$ cat src/rtl/fetch_sequencer.sv
`default_nettype none
// ============================================================================
//  Module      : fetch_sequencer
//  Description : Instruction-fetch front end. Owns the program counter,
//                arbitrates between exception / interrupt / branch redirects,
//                pipeline stalls and sequential fetch, drives the combinational
//                instruction-memory address, and fills the IF/ID register.
//                A debug port can steal one instruction-memory cycle to read
//                an arbitrary word; a starvation counter guarantees the steal
//                eventually happens even if the pipeline never stalls.
//  Revision    : 1.0  initial release
// ----------------------------------------------------------------------------
//  Ports
//    clk            in   system clock, all state on rising edge
//    reset          in   synchronous active-high reset
//    stall          in   pipeline hazard stall (hold PC and IF/ID)
//    branch_valid   in   redirect request from ID/EX
//    branch_target  in   redirect address, bits [1:0] ignored
//    irq            in   level interrupt request (taken only in user mode)
//    exc            in   exception pulse (taken in any mode)
//    imem_addr      out  combinational instruction-memory address
//    imem_data      in   combinational instruction-memory read data
//    dbg_req        in   debug read request, held until dbg_ack
//    dbg_addr       in   debug read address, bits [1:0] ignored
//    dbg_ack        out  one-cycle pulse, dbg_data valid in the same cycle
//    dbg_data       out  registered debug read data
//    if_pc          out  IF/ID: PC of fetched instruction
//    if_instr       out  IF/ID: fetched instruction
//    if_valid       out  IF/ID: 0 = bubble
// ============================================================================
module fetch_sequencer (
  input  logic        clk,
  input  logic        reset,
  input  logic        stall,
  input  logic        branch_valid,
  input  logic [31:0] branch_target,
  input  logic        irq,
  input  logic        exc,
  output logic [31:0] imem_addr,
  input  logic [31:0] imem_data,
  input  logic        dbg_req,
  input  logic [31:0] dbg_addr,
  output logic        dbg_ack,
  output logic [31:0] dbg_data,
  output logic [31:0] if_pc,
  output logic [31:0] if_instr,
  output logic        if_valid
);

  // --------------------------------------------------------------------------
  // Constants
  // --------------------------------------------------------------------------
  localparam logic [0:0]  c_st_run    = 1'b0;
  localparam logic [0:0]  c_st_dbg    = 1'b1;

  localparam logic [31:0] c_vec_reset = 32'h8000_0000;
  localparam logic [31:0] c_vec_irq   = 32'h8000_0004;
  localparam logic [31:0] c_vec_exc   = 32'h8000_0008;

  localparam logic [1:0]  c_starve_max = 2'd3;

  // --------------------------------------------------------------------------
  // State
  // --------------------------------------------------------------------------
  logic [0:0]  r_state;
  logic [0:0]  w_state_nxt;
  logic [31:0] r_pc;
  logic [1:0]  r_starve;
  logic [31:0] r_if_pc;
  logic [31:0] r_if_instr;
  logic        r_if_valid;
  logic        r_dbg_ack;
  logic [31:0] r_dbg_data;

  // --------------------------------------------------------------------------
  // Control decode
  // --------------------------------------------------------------------------
  logic        w_in_run;
  logic        w_irq_take;
  logic        w_redirect;
  logic [31:0] w_redirect_pc;
  logic        w_grant;
  logic [31:0] w_pc_inc;

  // Address alignment drops the low two bits of both external addresses.
  logic        w_unused_bits;
  assign w_unused_bits = ^{branch_target[1:0], dbg_addr[1:0]};

  assign w_in_run   = (r_state == c_st_run);

  // PC[31] marks kernel mode; interrupts do not nest.
  assign w_irq_take = irq & ~r_pc[31];
  assign w_redirect = exc | w_irq_take | branch_valid;

  always_comb begin
    w_redirect_pc = {branch_target[31:2], 2'b00};
    if (exc) begin
      w_redirect_pc = c_vec_exc;
    end else if (w_irq_take) begin
      w_redirect_pc = c_vec_irq;
    end
  end

  // Debug steal: taken for free during a stall, otherwise only once the
  // request has been starved for three cycles. The ack cycle is excluded so
  // a request still held high while the ack is seen cannot re-trigger.
  assign w_grant = w_in_run & dbg_req & ~w_redirect & ~r_dbg_ack &
                   (stall | (r_starve == c_starve_max));

  // Natural 32-bit wrap: 0xFFFFFFFC + 4 = 0x00000000.
  assign w_pc_inc = r_pc + 32'd4;

  // --------------------------------------------------------------------------
  // FSM: state register
  // --------------------------------------------------------------------------
  always_ff @(posedge clk) begin
    if (reset) begin
      r_state <= c_st_run;
    end else begin
      r_state <= w_state_nxt;
    end
  end

  // --------------------------------------------------------------------------
  // FSM: next-state logic (DBG always lasts exactly one cycle)
  // --------------------------------------------------------------------------
  always_comb begin
    w_state_nxt = r_state;
    case (r_state)
      c_st_run: begin
        if (w_grant) begin
          w_state_nxt = c_st_dbg;
        end
      end
      c_st_dbg: begin
        w_state_nxt = c_st_run;
      end
      default: begin
        w_state_nxt = c_st_run;
      end
    endcase
  end

  // --------------------------------------------------------------------------
  // FSM: output logic -- memory port belongs to the debug read while in DBG
  // --------------------------------------------------------------------------
  always_comb begin
    imem_addr = r_pc;
    case (r_state)
      c_st_dbg: imem_addr = {dbg_addr[31:2], 2'b00};
      default:  imem_addr = r_pc;
    endcase
  end

  // --------------------------------------------------------------------------
  // Starvation counter
  // --------------------------------------------------------------------------
  always_ff @(posedge clk) begin
    if (reset) begin
      r_starve <= 2'd0;
    end else if (!w_in_run || !dbg_req || w_grant || r_dbg_ack) begin
      r_starve <= 2'd0;
    end else if (r_starve != c_starve_max) begin
      r_starve <= r_starve + 2'd1;
    end
  end

  // --------------------------------------------------------------------------
  // Debug read return
  // --------------------------------------------------------------------------
  always_ff @(posedge clk) begin
    if (reset) begin
      r_dbg_ack  <= 1'b0;
      r_dbg_data <= 32'd0;
    end else begin
      r_dbg_ack <= ~w_in_run;
      if (!w_in_run) begin
        r_dbg_data <= imem_data;
      end
    end
  end

  // --------------------------------------------------------------------------
  // PC and IF/ID register
  // --------------------------------------------------------------------------
  always_ff @(posedge clk) begin
    if (reset) begin
      r_pc       <= c_vec_reset;
      r_if_pc    <= 32'd0;
      r_if_instr <= 32'd0;
      r_if_valid <= 1'b0;
    end else if (w_redirect) begin
      // Redirects win over stall, in RUN and in DBG alike; the word at the
      // old PC is on the wrong path and is dropped.
      r_pc       <= w_redirect_pc;
      r_if_valid <= 1'b0;
    end else if (!w_in_run || w_grant) begin
      // Memory cycle is (or is about to be) used by the debug read, so no
      // instruction is fetched. PC holds; IF/ID holds under stall, else
      // a bubble goes down the pipe.
      if (!stall) begin
        r_if_valid <= 1'b0;
      end
    end else if (!stall) begin
      r_pc       <= w_pc_inc;
      r_if_pc    <= r_pc;
      r_if_instr <= imem_data;
      r_if_valid <= 1'b1;
    end
  end

  assign dbg_ack  = r_dbg_ack;
  assign dbg_data = r_dbg_data;
  assign if_pc    = r_if_pc;
  assign if_instr = r_if_instr;
  assign if_valid = r_if_valid;

endmodule
`default_nettype wire

$ cat config.mk
export PLATFORM = sky130hd
export DESIGN_NAME = fetch_sequencer
export DESIGN_NICKNAME = d
export VERILOG_FILES = /design/src/rtl/fetch_sequencer.sv
export SDC_FILE = /design/constraint.sdc
export NUM_CORES = 1
export LEC_CHECK = 0
export CORE_MARGIN = 2
export CORE_UTILIZATION = 34
export CTS_BUF_LIST = sky130_fd_sc_hd__clkbuf_16
export DETAILED_ROUTE_END_ITERATION = 6
export PLACE_DENSITY = 0.65
export SYNTH_ARGS = -nofsm -noshare
export SYNTH_HDL_FRONTEND = slang
export SYNTH_SLANG_ARGS = --single-unit
$ cat constraint.sdc
create_clock -name clk -period 2.5 [get_ports clk]
set_input_delay 0.75 -clock clk [delete_from_list [all_inputs] [get_ports clk]]
set_output_delay 0.75 -clock clk [all_outputs]
set_load 0.01 [all_outputs]
==> results of run 1 <==
## metrics by stage
step | total power, W | hold WS [ns] | instance area (µm²) | TNS (ns)
after CTS | 0.005279 | 0.4537 | 9209 | 0
after global placement | 0.002812 | 0.4408 | 8607 | -3.795
after floorplan | 0.002437 | 0.4443 | 5864 | 0
after global routing | 0.005424 | 0.4753 | 9209 | 0
final | 0.005229 | 0.4514 | 9209 | 0
after detailed placement | 0.002816 | 0.4457 | 8607 | -4.151
## cell families after synthesis
| family | count (synthesis) | share of synthesized area |
|---|---|---|
| and+or+nand+nor | 288 | 0.2289 |
| AOI/OAI and AO/OA | 144 | 0.1501 |
| DFF | 129 | 0.4412 |
| muxes | 66 | 0.1193 |
| buffers and inverters | 51 | 0.04361 |
| xor gates and xnor gates | 8 | 0.01197 |
| adders and majority gates | 2 | 0.004275 |
| other | 1 | 0.0006407 |
## area by class of cell
class / count / share of cell area
sequential: 129 / 0.2808
multi-input combinational: 512 / 0.3295
clock inverter: 15 / 0.01726
tap: 220 / 0.02989
timing repair buffer: 280 / 0.2951
inverter: 3 / 0.001223
clock buffer: 17 / 0.04620
## state kept, by name, indices dropped and copies added (netlist names)
signal	flops
r_pc	30
if_instr	32
dbg_ack	1
r_starve	2
if_valid	1
dbg_data	32
r_state	1
if_pc	30
## critical path, cell delays in order
cell	delay, ns
clkdlybuf4s50_1	0.40
mux2_2	0.26
dlygate4sd2_1	0.28
## power by group through the flow
stage	registers (W)	logic [W]	clock network, W
global route	0.00216	0.000661	0.00261
finish	0.00215	0.000612	0.00247
global placement	0.00220	0.000613	0
detailed placement	0.00220	0.000616	0
floorplan	0.00219	0.000243	0
CTS	0.00215	0.000615	0.00251
## placed cells by master, fill, tap and decap left out, types with 4 or more instances in the layout
master and count:
a211oi_1 4, a21oi_1 83, a31oi_1 6, and3_1 4, buf_12 7, buf_4 49
clkbuf_16 17, clkdlybuf4s50_1 193, clkinvlp_4 5, conb_1 4, dfxtp_1 128, dlygate4sd2_1 30
mux2_2 29, mux2i_1 36, nand2_1 157, nand2b_1 4, nand3_1 14, nand4_1 8
nor2_1 48, nor3_1 16, nor4_1 6, o211ai_1 5, o21ai_0 6, o21ai_1 9
xor2_1 5
## synthesized netlist by cell type, drive strengths merged (3+ instances only)
| library cell | count |
|---|---|
| nand2 | 159 |
| dfxtp | 129 |
| a21oi | 83 |
| nor2 | 52 |
| mux2i | 36 |
| mux2 | 30 |
| buf | 27 |
| clkbuf | 21 |
| nor3 | 19 |
| nand3 | 18 |
| o21ai | 16 |
| nand4 | 8 |
| nor4 | 8 |
| a31oi | 6 |
| and3 | 5 |
| o211ai | 5 |
| xor2 | 5 |
| a211oi | 4 |
| nand2b | 4 |
| o31a | 4 |
| or3 | 4 |
| inv | 3 |
| xnor2 | 3 |
## metal layers
layer | track usage | up-vias | part of all wire | routed length (µm)
met5 | 0 | - | 0 | 0
met4 | 0.06539 | 0 | 0.015 | 291
met3 | 0.06697 | 22 | 0.084 | 1642
met2 | 0.3373 | 221 | 0.46 | 8991
met1 | 0.2833 | 2792 | 0.44 | 8718
li1 | - | 2914 | - | -
## final timing paths
path	startpoint	end	slack (ns)	depth (start not counted)
min	if_instr[7]$_SDFFE_PP0P_	if_instr[7]$_SDFFE_PP0P_	0.45	2
max reg2reg	r_pc[17]$_SDFFE_PP0P_	r_pc[31]$_SDFFE_PP1P_	0.43	5
max	dbg_addr[23]	imem_addr[23]	0.06	3
min reg2reg	if_instr[7]$_SDFFE_PP0P_	if_instr[7]$_SDFFE_PP0P_	0.45	2
## timing repair
item / in CTS / in global routing
setup endpoints to repair: 30 / 0
buffers inserted: 3 / 0
resized for setup: 30 / 0
==> impl_metrics.tcl, run 1 <==
set metrics [dict create \
    fp.coreArea_um2 16700 \
    crit_fanout 1 \
    worst_slew_margin_rel 0.6032 \
    final_layout_size_suffix_gt1_frac 0.1464 \
    post-synth-top-area-cell "dfxtp_1" \
    register_area_um2 2586 \
    dr.first_iter.drc_count 416 \
    proportion_of_synthesized_flip_flops_having_asynchronous_set_or_reset 0 \
    cts_root_buffer "clkbuf_16" \
    syn_avg_cell_area_um2 8.495 \
    clk_transition_reported_paths_ns 0.06 \
    wl_per_cell_um 16.70 \
    area_of_the_multi_input_gates_um2 3034 \
    power.share.sequential 0.411 \
    clock_power_share 0.472 \
    portBuffers 224 \
    vias_per_cell 5.059 \
    synthFlopType "dfxtp_1" \
    yosys_warnings 0 \
    antenna_violations_before_repair 0 \
    power.leakage_nw 3.388 \
    area_of_the_die_um2 18280 \
    power.combinational.fraction 0.117 \
    num-nets-final 1048 \
    hpwlAfterDp_um 13720 \
    grt_first_pass_wirelength_um 30270 \
    groute.usage.overall 0.2146 \
    worst_ep_required_time_ns 1.75 \
    num_io_pins 233 \
    cts.path.max_buffers 2 \
    max_cap_viol_count 0 \
    fmax_ghz 0.4101 \
    final.fill_count 1610 \
    floorplan.die.height_um 135.2 \
    synth_top_cells_by_area "dfxtp_1, nand2_1, a21oi_1, mux2i_1, mux2_2" \
    mappedNetlistArea_um2 5853 \
    final_core_util 0.5514 \
    synth.yosys.seq_area_share 0.4412 \
    yosys.cell_types.count 69 \
    largest_clock_skew_in_the_final_design_ns 0.01010 \
    irDropWorstVdd_v 0.0004761 \
    cts_tree "yes" \
    worst_hold_path_type "reg -> reg" \
    critPathArrivalTime_ns 1.69 \
    floorplan.rows 47 \
    layout_setup_ws_ns 0.06163 \
    tightestPinTransition_ns 0.5897 \
    timing_hold_violations_final 0 \
    detail_route.drc_violations 0 \
    cts_buffers 17 \
    die-width_um 135.2 \
    first_global_vias 5589 \
    worstSetupEndpointType "primary output" \
    netlist.area_leader.share 0.4412 \
    p_switching_w 0.001311 \
    placed_cells_incl_taps 1141 \
    cts.sink_count 129 \
    run_status "finished, final reports clean" \
    sw_frac_of_total 0.2507 \
    power_per_cell_area_nw_per_um2 567.9 \
    path_class "in -> out" \
    ant_nets 0 \
    rsz0062_at_grt "no" \
    initial_core_util 0.3505 \
    final_std_cells_w_o_fill 1176 \
    finalMaxSlewViolations 0 \
    clock_tree.htree_level_count 4 \
    final.min_clock_period_ns 2.438 \
    cell_internal_pwr_w 0.003919 \
    fin_crit_sh 0.9753 \
    syn_to_final_growth_pct 57.33 \
    routed_wl_um 19640 \
    crit_path_start_kind "input pin" \
    grt_max_degree 65 \
    preCtsSetupSlack_ns -0.1558 \
    first_pass_iters 5 \
    gp_congestion 0.8623 \
    synth-seq-cells 129 \
    antenna_cells_inserted 0 \
    synth-edff-count 0 \
    via_count 5949 \
    synthesis.instances 689 \
    gr-total-overflow 0 \
    setup_viol_count_final 0 \
    cts_hold_buffers 0 \
    clk-insertion-delay-late_ns 0.42 \
]
Power figures use the tool's default switching activity.
==> inputs of run 2 (changes only) <==
- GPL_TIMING_DRIVEN: default -> 0
- PLACE_DENSITY: 0.65 -> 0.63
==> run 2 against run 1 <==
- via count fell by 0.32%
- critical endpoint is now imem_addr[31]
- worst setup slack worse by 0.018 ns
- global-route usage increased by 0.26 points
- routed wire length up 2.4%
==> impl_metrics.tcl, run 2 (synthesis results as in run 1) <==
set metrics [dict create \
    run_status "finished, final reports clean" \
    cts.path.max_buffers 2 \
    gp_congestion 0.8587 \
    tightestPinTransition_ns 0.9275 \
    first_pass_iters 5 \
    cts_root_buffer "clkbuf_16" \
    power.leakage_nw 3.338 \
    num_io_pins 233 \
    antenna_cells_inserted 0 \
    routed_wl_um 20110 \
    detail_route.drc_violations 0 \
    cts.sink_count 129 \
    ant_nets 0 \
    fmax_ghz 0.4071 \
    fp.coreArea_um2 16700 \
    crit_fanout 1 \
    register_area_um2 2586 \
    wl_per_cell_um 17.14 \
    syn_to_final_growth_pct 55.69 \
    area_of_the_multi_input_gates_um2 3065 \
    num-nets-final 1045 \
    grt_max_degree 17 \
    placed_cells_incl_taps 1135 \
    timing_hold_violations_final 0 \
    crit_path_start_kind "input pin" \
    final.min_clock_period_ns 2.456 \
    final_layout_size_suffix_gt1_frac 0.1333 \
    setup_viol_count_final 0 \
    clk-insertion-delay-late_ns 0.42 \
    grt_first_pass_wirelength_um 30710 \
    antenna_violations_before_repair 0 \
    area_of_the_die_um2 18280 \
    via_count 5930 \
    cts_buffers 17 \
    floorplan.die.height_um 135.2 \
    finalMaxSlewViolations 0 \
    first_global_vias 5415 \
    vias_per_cell 5.055 \
    path_class "in -> out" \
    irDropWorstVdd_v 0.0004828 \
    rsz0062_at_grt "no" \
    groute.usage.overall 0.2172 \
    worst_slew_margin_rel 0.3765 \
    most-common-layout-cells "clkdlybuf4s50_1, nand2_1, dfxtp_1" \
    largest_clock_skew_in_the_final_design_ns 0.007319 \
    layout.cells.most_common "clkdlybuf4s50_1" \
    clk_transition_reported_paths_ns 0.06 \
    fin_crit_sh 0.9825 \
    portBuffers 223 \
    final.fill_count 1616 \
    worstSetupEndpointType "primary output" \
    cts_hold_buffers 0 \
    critPathArrivalTime_ns 1.71 \
    floorplan.rows 47 \
    max_cap_viol_count 0 \
    gr-total-overflow 0 \
    clock_tree.htree_level_count 4 \
    final_std_cells_w_o_fill 1173 \
    power_per_cell_area_nw_per_um2 582.5 \
    worst_hold_path_type "reg -> reg" \
    dr.first_iter.drc_count 399 \
    hpwlAfterDp_um 14780 \
    final_core_util 0.5456 \
    initial_core_util 0.3505 \
    worst_ep_required_time_ns 1.75 \
    die-width_um 135.2 \
    cts_tree "yes" \
]
[run 2: cell count changes in the layout (fill, tap and decap cells not counted), moves of 3 or more]
cell / delta
buf_4: -37
buf_2: +14
clkbuf_1: +10
clkbuf_2: +6
buf_12: -5
buf_1: +4
buf_6: +4
clkinvlp_4: -3
[run 2: critical path: stages]
cell and delay (ns):
clkdlybuf4s50_1 0.40, mux2_2 0.25, dlygate4sd2_1 0.30
[run 2: worst paths after layout]
check | from | endpoint | slack, ns | cells past startpoint
worst max-delay path | dbg_addr[31] | imem_addr[31] | 0.04 | 3
worst min-delay path | if_pc[10]$_SDFFE_PP0P_ | if_pc[10]$_SDFFE_PP0P_ | 0.45 | 2
worst max register to register | r_pc[3]$_SDFFE_PP0P_ | r_pc[30]$_SDFFE_PP0P_ | 0.14 | 6
worst min register to register | if_pc[10]$_SDFFE_PP0P_ | if_pc[10]$_SDFFE_PP0P_ | 0.45 | 2
[run 2: routing by layer]
metal  vias up  global-route usage  wire [µm]
met5         -                   0          0
met4         0             0.06481        265
met3        21             0.06846       1772
met2       233              0.3325       9127
met1      2763              0.2943       8942
li1       2913                   -          -
[run 2: stage by stage]
step | hold slack [ns] | TNS (ns) | instance area (µm²) | total power (W) | worst slack (ns)
after floorplan | 0.4443 | 0 | 5864 | 0.002437 | 0.2677
after global placement | 0.4413 | -78.55 | 8372 | 0.002785 | -0.7945
after detailed placement | 0.4466 | -76.94 | 8378 | 0.002789 | -0.7911
after CTS | 0.4549 | 0 | 9050 | 0.005343 | 0.01732
after global routing | 0.4717 | 0 | 9112 | 0.005501 | 0.006287
final | 0.4513 | 0 | 9112 | 0.005308 | 0.04375
[run 2: power by group]
group | leakage [nW] | switching [W] | internal (W) | total [W]
Combinational | 2.00 | 0.000280 | 0.000320 | 0.000600
Clock | 0.296 | 0.000983 | 0.00158 | 0.00256
Sequential | 1.05 | 0.0000451 | 0.00210 | 0.00215
Total | 3.34 | 0.00131 | 0.00400 | 0.00531
[run 2: layout make-up]
class | instances | area share
Inverter | 3 | 0.001236
Timing Repair Buffer | 230 | 0.2472
Clock buffer | 17 | 0.04668
Tap cell | 220 | 0.03021
Multi-Input combinational cell | 512 | 0.3364
Clock inverter | 15 | 0.02018
Sequential cell | 129 | 0.2838
Buffer | 47 | 0.03433
[run 2: what timing repair did]
item                                    4_1_cts  5_1_grt
pin swaps                                     0        2
endpoints found under the setup margin      122       70
gates resized for setup                      63       10
buffers inserted                              2        5
==> inputs of run 3 (changes only) <==
- CTS_BUF_LIST: sky130_fd_sc_hd__clkbuf_16 -> sky130_fd_sc_hd__clkbuf_8
==> run 3 against run 2 <==
- critical path depth is the same
- sequential power is essentially flat
- global-route usage increased by 0.095 points
- sequential share of layout area increased by 0.57 points
- first-iteration DRC count is 4.0% lower
- combinational power hardly changed
- total power is 13% lower
- non-clock buffer count is the same
- core utilization down 1.1 points
- routed wire length decreased by 0.26%
- die area unchanged
- flip-flop and latch count did not move
- critical path type unchanged
- largest cell class unchanged
- highest routed layer unchanged
==> impl_metrics.tcl, run 3 (synthesis results as in run 1) <==
set metrics [dict create \
    fin_setup_tns_ns 0 \
    hpwlAfterDp_um 14780 \
    gr-total-overflow 0 \
    irDropWorstVdd_v 0.0002809 \
    initial_core_util 0.3505 \
    power_per_cell_area_nw_per_um2 519.6 \
    fp.coreArea_um2 16700 \
    floorplan.rows 47 \
    largest_clock_skew_in_the_final_design_ns 0.01365 \
    worst_ep_required_time_ns 1.75 \
    cts.path.max_buffers 2 \
    timing_hold_violations_final 0 \
    antenna_violations_before_repair 0 \
    clk-insertion-delay-late_ns 0.45 \
    via_count 5913 \
    fin_crit_sh 0.9800 \
    worst_hold_path_type "reg -> reg" \
    area_of_the_die_um2 18280 \
    routed_wl_um 20060 \
    first_pass_iters 5 \
    num-nets-final 1045 \
    crit_path_start "dbg_addr[15]" \
    dr.first_iter.drc_count 383 \
    rsz0062_at_grt "no" \
    power.leakage_nw 3.237 \
    grt_first_pass_wirelength_um 30690 \
    final_layout_size_suffix_gt1_frac 0.1448 \
    finalMaxSlewViolations 0 \
    final.min_clock_period_ns 2.450 \
    groute.usage.overall 0.2182 \
    setup_viol_count_final 0 \
    clk_transition_reported_paths_ns 0.07 \
    ant_nets 0 \
    cts_buffers 17 \
    portBuffers 223 \
    wl_per_cell_um 17.08 \
    hold_start "if_pc[10]$_SDFFE_PP0P_" \
    fmax_ghz 0.4082 \
    cts.sink_count 129 \
    first_global_vias 5431 \
    clock_tree.htree_level_count 4 \
    most-common-layout-cells "clkdlybuf4s50_1, nand2_1, dfxtp_1" \
    crit_fanout 1 \
    cts_tree "yes" \
    tightestPinTransition_ns 0.9879 \
    detail_route.drc_violations 0 \
    die-width_um 135.2 \
    fin_worst_hold_slack_ns 0.4535 \
    fin_total_pwr_w 0.004642 \
    worst_slew_margin_rel 0.3359 \
    max_cap_viol_count 0 \
    grt_max_degree 17 \
    cts_root_buffer "clkbuf_8" \
    syn_to_final_growth_pct 52.63 \
    crit-reg2reg-launch "r_pc[3]$_SDFFE_PP0P_" \
    worstSetupEndpointType "primary output" \
    floorplan.die.height_um 135.2 \
    layout.cells.most_common "clkdlybuf4s50_1" \
    cts_hold_buffers 0 \
    num_io_pins 233 \
    gp_congestion 0.8587 \
    crit_path_start_kind "input pin" \
    critPathArrivalTime_ns 1.70 \
    vias_per_cell 5.037 \
    run_status "finished, final reports clean" \
    path_class "in -> out" \
]
[run 3: layout make-up]
type                       instances  area, µm²
buffer                            47      339.1
clock buffer                      17      234.0
tap                              220      275.3
antenna                            1      2.502
inverter                           3      11.26
sequential                       129       2586
multi-input combinational        512       3080
clock inverter                    15      183.9
fill                            1622       7767
timing repair buffer             230       2221
[run 3: metrics by stage]
step                setup WS (ns)    util  area (µm²)  cells
finish                    0.05003  0.5349        8934   1174
global route             0.006403  0.5348        8931   1173
CTS                      -0.04687  0.5337        8914   1171
detailed placement        -0.7911  0.5016        8378   1135
global placement          -0.7945  0.5013        8372   1135
floorplan                  0.2677       -        5864    692
[run 3: critical path, stage by stage]
cell and delay, ns:
clkdlybuf4s50_1 0.40, mux2_2 0.27, dlygate4sd2_1 0.28
[run 3: final timing paths]
path | cells after the start | slack [ns] | endpoint
max | 3 | 0.05 | imem_addr[15]
min | 2 | 0.45 | if_pc[10]$_SDFFE_PP0P_
max reg2reg | 6 | 0.16 | r_pc[30]$_SDFFE_PP0P_
min reg2reg | 2 | 0.45 | if_pc[10]$_SDFFE_PP0P_
[run 3: power breakdown]
group | internal, W | total [W] | switching, W
registers | 0.00210 | 0.00214 | 0.0000454
clock network | 0.000995 | 0.00190 | 0.000903
logic | 0.000319 | 0.000598 | 0.000280
[run 3: layer usage]
metal / track usage / wire length [µm] / vias to the layer above
li1: - / - / 2911
met1: 0.2929 / 8902 / 2760
met2: 0.3294 / 9123 / 218
met3: 0.07482 / 1767 / 24
met4: 0.07176 / 261 / 0
met5: 0 / 0 / -
[run 3: timing repair]
item / CTS / global route
pin swaps: 0 / 1
endpoints found under the hold margin: 0 / 0
setup buffers: 5 / 2
gates resized for setup: 85 / 28
setup endpoints to repair: 121 / 65
